`src/rtl/audio_dac_i2s_tx_pkg.sv`:
```
// audio_pkg: shared audio types and constants.
// Provides the default sample width, the stereo sample struct and the LRCK channel encodings.
package audio_pkg;
    localparam int AUDIO_DATA_W = 24;

    typedef struct packed {
        logic [AUDIO_DATA_W-1:0] left;
        logic [AUDIO_DATA_W-1:0] right;
    } stereo_sample_t;

    localparam logic LR_LEFT  = 1'b0;
    localparam logic LR_RIGHT = 1'b1;
endpackage

```
`src/rtl/audio_dac_i2s_tx_if.sv`:
```
// audio_dac_i2s_tx_if: stereo sample write bus.
// write/writedata_left/writedata_right: driven by master; write_ready: driven by slave (FIFO not full).
interface audio_dac_i2s_tx_if
    import audio_pkg::*;
#(
    parameter int DATA_W = AUDIO_DATA_W
) ();
    logic              write;
    logic [DATA_W-1:0] writedata_left;
    logic [DATA_W-1:0] writedata_right;
    logic              write_ready;

    modport master (output write, writedata_left, writedata_right, input write_ready);
    modport slave  (input write, writedata_left, writedata_right, output write_ready);
endinterface

```
`src/rtl/audio_dac_i2s_tx_clk_sync.sv`:
```
// audio_clk_sync: multi-stage synchroniser for a slow codec clock with edge pulses.
// Ports: clk, rst_n (async active-low), d (async input), level (synchronised),
// rise/fall (one-clk pulses on synchronised edges).
module audio_clk_sync #(
    parameter int STAGES = 2
) (
    input  logic clk,
    input  logic rst_n,
    input  logic d,
    output logic level,
    output logic rise,
    output logic fall
);
    logic [STAGES-1:0] sync;
    logic              prev;

    always_ff @(posedge clk or negedge rst_n) begin
        if (!rst_n) begin
            sync <= '0;
            prev <= 1'b0;
        end else begin
            sync <= {sync[STAGES-2:0], d};
            prev <= sync[STAGES-1];
        end
    end

    assign level = sync[STAGES-1];
    assign rise  = level & ~prev;
    assign fall  = ~level & prev;
endmodule

```
`src/rtl/audio_dac_i2s_tx.sv`:
```
// audio_dac_i2s_tx: I2S DAC transmitter with a small stereo FIFO, oversampling codec BCLK/LRCK.
// Ports: clk, rst_n (async active-low), bus (write handshake, slave side),
// aud_bclk/aud_daclrck (codec clocks, async), aud_dacdat (serial data),
// underrun (empty FIFO at left boundary), frame_start (left word loaded).
module audio_dac_i2s_tx
    import audio_pkg::*;
#(
    parameter int DATA_W      = AUDIO_DATA_W,
    parameter int SYNC_STAGES = 2,
    parameter int FIFO_DEPTH  = 2
) (
    input  logic                 clk,
    input  logic                 rst_n,
    audio_dac_i2s_tx_if.slave    bus,
    input  logic                 aud_bclk,
    input  logic                 aud_daclrck,
    output logic                 aud_dacdat,
    output logic                 underrun,
    output logic                 frame_start
);
    localparam int CW = $clog2(DATA_W);
    localparam int AW = $clog2(FIFO_DEPTH);

    logic bclk_level, bclk_rise, bclk_fall;
    logic lrck, lr_rise, lr_fall;
    logic unused_sync;

    audio_clk_sync #(.STAGES(SYNC_STAGES)) u_bclk_sync (
        .clk(clk), .rst_n(rst_n), .d(aud_bclk), .level(bclk_level), .rise(bclk_rise), .fall(bclk_fall)
    );
    audio_clk_sync #(.STAGES(SYNC_STAGES)) u_lrck_sync (
        .clk(clk), .rst_n(rst_n), .d(aud_daclrck), .level(lrck), .rise(lr_rise), .fall(lr_fall)
    );
    assign unused_sync = bclk_level ^ lr_rise ^ lr_fall;

    logic [DATA_W-1:0] mem_l [FIFO_DEPTH];
    logic [DATA_W-1:0] mem_r [FIFO_DEPTH];
    logic [AW-1:0]     wr_ptr, rd_ptr;
    logic [AW:0]       count, count_next;
    logic              lr_valid, lr_prev, boundary_pending, new_ch;
    logic [DATA_W-1:0] shifter, hold, load_word;
    logic [CW-1:0]     bit_cnt;
    logic              push, pop, load;

    assign push       = bus.write && bus.write_ready;
    assign load       = bclk_fall && boundary_pending;
    assign pop        = load && new_ch == LR_LEFT && count != '0;
    assign count_next = count + (AW+1)'(push) - (AW+1)'(pop);
    // An empty FIFO at a left boundary loads silence rather than replaying old data.
    assign load_word  = new_ch == LR_LEFT ? (pop ? mem_l[rd_ptr] : '0) : hold;

    always_ff @(posedge clk) begin
        if (push) begin
            mem_l[wr_ptr] <= bus.writedata_left;
            mem_r[wr_ptr] <= bus.writedata_right;
        end
    end

    always_ff @(posedge clk or negedge rst_n) begin
        if (!rst_n) begin
            wr_ptr           <= '0;
            rd_ptr           <= '0;
            count            <= '0;
            bus.write_ready  <= 1'b1;
            lr_valid         <= 1'b0;
            lr_prev          <= 1'b0;
            boundary_pending <= 1'b0;
            new_ch           <= LR_LEFT;
            shifter          <= '0;
            hold             <= '0;
            bit_cnt          <= '0;
            aud_dacdat       <= 1'b0;
            underrun         <= 1'b0;
            frame_start      <= 1'b0;
        end else begin
            underrun    <= 1'b0;
            frame_start <= 1'b0;
            // LRCK is only trusted at BCLK rises; the first one just seeds lr_prev so a
            // reset released mid-frame never sees a false boundary.
            if (bclk_rise) begin
                if (!lr_valid) begin
                    lr_valid <= 1'b1;
                end else if (lrck != lr_prev) begin
                    boundary_pending <= 1'b1;
                    new_ch           <= lrck;
                end
                lr_prev <= lrck;
            end
            // Loading on the fall after the boundary rise gives the I2S one-bit delay.
            if (bclk_fall) begin
                if (boundary_pending) begin
                    boundary_pending <= 1'b0;
                    shifter          <= load_word;
                    aud_dacdat       <= load_word[DATA_W-1];
                    bit_cnt          <= CW'(DATA_W-1);
                    if (new_ch == LR_LEFT) begin
                        hold        <= pop ? mem_r[rd_ptr] : '0;
                        frame_start <= pop;
                        underrun    <= !pop;
                    end
                end else if (bit_cnt != '0) begin
                    shifter    <= shifter << 1;
                    aud_dacdat <= shifter[DATA_W-2];
                    bit_cnt    <= bit_cnt - CW'(1);
                end else begin
                    aud_dacdat <= 1'b0;
                end
            end
            if (push) wr_ptr <= wr_ptr + AW'(1);
            if (pop) rd_ptr <= rd_ptr + AW'(1);
            count           <= count_next;
            bus.write_ready <= count_next != (AW+1)'(FIFO_DEPTH);
        end
    end
endmodule

```
`src/flat_wrapper.sv`:
```
// flat-port wrapper written by rule: the top's interface ports become plain ports
module audio_dac_i2s_tx_flat import audio_pkg::*;
#(
    parameter int DATA_W      = AUDIO_DATA_W,
    parameter int SYNC_STAGES = 2,
    parameter int FIFO_DEPTH  = 2
)
  (clk, rst_n, aud_bclk, aud_daclrck, aud_dacdat, underrun, frame_start, bus_write, bus_writedata_left, bus_writedata_right, bus_write_ready);
  audio_dac_i2s_tx_if #(.DATA_W(DATA_W)) bus_i ();
  input  logic clk;
  input  logic rst_n;
  input  logic aud_bclk;
  input  logic aud_daclrck;
  output logic aud_dacdat;
  output logic underrun;
  output logic frame_start;
  input wire logic [$bits(bus_i.write)-1:0] bus_write;
  input wire logic [$bits(bus_i.writedata_left)-1:0] bus_writedata_left;
  input wire logic [$bits(bus_i.writedata_right)-1:0] bus_writedata_right;
  output wire logic [$bits(bus_i.write_ready)-1:0] bus_write_ready;
  assign bus_i.write = bus_write;
  assign bus_i.writedata_left = bus_writedata_left;
  assign bus_i.writedata_right = bus_writedata_right;
  assign bus_write_ready = bus_i.write_ready;
  audio_dac_i2s_tx #(.DATA_W(DATA_W), .SYNC_STAGES(SYNC_STAGES), .FIFO_DEPTH(FIFO_DEPTH)) u_core (.clk(clk), .rst_n(rst_n), .bus(bus_i), .aud_bclk(aud_bclk), .aud_daclrck(aud_daclrck), .aud_dacdat(aud_dacdat), .underrun(underrun), .frame_start(frame_start));
endmodule
```
`config.mk`:
```
export PLATFORM = sky130hd
export DESIGN_NAME = audio_dac_i2s_tx_flat
export DESIGN_NICKNAME = d
export VERILOG_FILES = /design/src/rtl/audio_dac_i2s_tx_pkg.sv /design/src/rtl/audio_dac_i2s_tx_if.sv /design/src/rtl/audio_dac_i2s_tx_clk_sync.sv /design/src/rtl/audio_dac_i2s_tx.sv /design/src/flat_wrapper.sv
export SDC_FILE = /design/constraint.sdc
export NUM_CORES = 1
export LEC_CHECK = 0
export ABC_AREA = 0
export ABC_CLOCK_PERIOD_IN_PS = 3400
export BUFFER_PORTS_ARGS = -buffer_cell sky130_fd_sc_hd__buf_4
export CAP_MARGIN = 10
export CORE_MARGIN = 4
export CORE_UTILIZATION = 50
export DETAILED_ROUTE_END_ITERATION = 8
export PLACE_DENSITY_LB_ADDON = 0.08
export SLEW_MARGIN = 25
export SYNTH_ARGS = -nofsm -noshare
export SYNTH_HDL_FRONTEND = slang
export SYNTH_HIERARCHICAL = 1
export SYNTH_SLANG_ARGS = --single-unit
```
`constraint.sdc`:
```
create_clock -name clk -period 3.4 [get_ports clk]
set_input_delay 0.34 -clock clk [delete_from_list [all_inputs] [get_ports clk]]
set_output_delay 0.34 -clock clk [all_outputs]
set_load 0.03 [all_outputs]
```
==> out/metrics.yaml <==
floorplan:
  core.rowCount: 41
  die_y_um: 124
  core_area_sq_um: 12900
  pin_count: 57
  die_x_um: 124
  die_area_sq_um: 15300
  initial_core_util: 0.519
placement:
  portBuffers: 56
  dp_hpwl_mm: 7.90
  place_congestion: 0.792
timing:
  drv_slew: 0
  rsz0062_at_grt: "false"
  setup-violations-final: 0
  tns_ns: 0
  min_period_ns: 2.48
  report.final.hold_viol_count: 0
  fin_crit_sh: 0.730
  fmax_mhz: 403
  finClkSkew_ns: 0.00856
  worst_slew_pin_slew_ns: 0.898
  max-slew-margin-rel: 0.401
routing:
  drt_iter0_markers: 379
  wl_per_cell_um: 18.2
  first_pass_iters: 5
  drcViolationCount: 0
  vias: 3868
  viasPerCell: 5.49
  wirelength_mm: 12.9
  detail-route-antenna-nets: 0
clock_tree:
  hold_buffers: 0
  cts_tree: "done"
  post_cts_resize_count: 0
  cts_root_buf: "clkbuf_16"
  cts_buffers: 17
  clock_latency_ns: 0.42
  clock_path_buffers: 2
  cts_max_level: 4
  cts.sinks: 165
  cts_setup_buffers: 0
  clkTransAtPathRegs_ns: 0.06
pwr:
  powerDensity_nw_per_um2: 803
  swShare: 0.283
  internal_power_mw: 4.52
  clkPwrFrac: 0.307
  p_leak_nw: 3.14
  irDropWorstVdd_mv: 0.553
  p_switching_mw: 1.78
  power_frac_comb: 0.213
  seqPwrFrac: 0.480
global_route:
  grt_overflow_total: 0
  grt_max_degree: 70
  antenna_found_initial: 0
  grt_pass1_vias: 3980
  grt.total_usage: 0.186
  grt_pass1_wl_mm: 21.1
yosys:
  syn-cell-area_sq_um: 6680
  syn_area_per_cell_sq_um: 14.3
  yosys_warnings: 6
  syn_inst: 468
  synthesis.nets: 523
layout:
  diodes: 0
  multi_input_area_sq_um: 1810
  fin_util: 0.610
  fillCellCount: 977
  layout.nets: 576
  drive_above_1_share: 0.283
  seq_area_sq_um: 4610
  syn_to_final_growth_pct: 17.5
hold_path:
  hp-class: "input pin to register"
worst_setup_path:
  critPathKind: "register to register"
  cp-end-kind: "register"
  crit_required_ns: 3.72
  crit_arrival_ns: 2.80
  cp-start-kind: "register"
  crit_fanout: 34
  reg2reg_slack_ns: 0.92
flow_run:
  maxCapViolations: 0
run_status:
  outcome: "complete, no violations"
worst paths after layout:
kind | from | end | cells after the start
worst max-delay path | u_core/u_bclk_sync/sync[1] | u_core/shifter[21] | 6
worst min-delay path | aud_daclrck | u_core/u_lrck_sync/sync[0] | 1
worst max register to register | u_core/u_bclk_sync/sync[1] | u_core/shifter[21] | 6
worst min register to register | u_core/u_lrck_sync/sync[0] | u_core/u_lrck_sync/sync[1] | 0
max in group asynchronous | rst_n | u_core/rd_ptr | 1
min in group asynchronous | rst_n | u_core/u_lrck_sync/sync[0] | 1
flip-flops by register name, indices dropped and copies added (netlist names), 2 cells and up:
signal	count
u_core/hold	24
u_core/count	2
u_core/bit_cnt	5
u_core/mem_r	48
u_core/u_lrck_sync/sync	2
u_core/u_bclk_sync/sync	2
u_core/shifter	23
u_core/mem_l	48
per-layer routing:
metal,vias up,global-route usage,part of all wire
met5,-,0,0
met3,14,0.0504,0.042
met4,0,0.0699,0.013
met1,1916,0.260,0.47
met2,92,0.279,0.48
li1,1846,-,-
layout by cell type (no fill, tap or decap), types with 4 or more instances in the layout:
cell type  count
clkbuf_16     17
buf_4         65
o21ai_0       33
nand2_1       30
o21ai_1       18
xnor2_1        4
mux2_2        22
o32ai_1       21
dfrtp_1       67
edfxtp_1      96
nor2_1         4
inv_1         28
a31oi_1       24
a21bo_2       22
mux2i_1       29
area by class of cell:
cell class | instances | area share
clock buffer | 23 | 0.0609
multi-input combinational | 243 | 0.231
sequential | 165 | 0.587
inverter | 28 | 0.0134
timing repair buffer | 66 | 0.0647
tap | 172 | 0.0274
clock inverter | 8 | 0.0158
critical path, stage by stage, from the launching register on:
cell	delay, ns
dfrtp_1	0.38
and2b_2	0.26
buf_4	0.30
nor2b_1	0.69
buf_4	0.32
a31oi_1	0.11
o32ai_1	0.31
power by group through the flow:
stage	Clock (mW)	Combinational, mW	Sequential, mW
2_1_floorplan	0	1.03	2.94
3_3_place_gp	0	1.32	3.04
3_5_place_dp	0	1.35	3.06
4_1_cts	1.98	1.36	3.03
5_1_grt	2.07	1.50	3.09
6_report	1.93	1.34	3.03
through the flow:
stage	area (sq um)	instances	worst slack, ns	power (mW)	hold WS (ns)
after global routing	7850	705	0.667	6.66	0.00704
final	7850	705	0.919	6.31	0.0345
after CTS	7850	705	0.928	6.38	0.0132
after detailed placement	7250	674	0.912	4.41	0.346
after global placement	7250	674	1.03	4.36	0.344
after floorplan	6680	468	0.154	3.97	0.0444
Note: power is estimated with default switching activity, not from simulation.
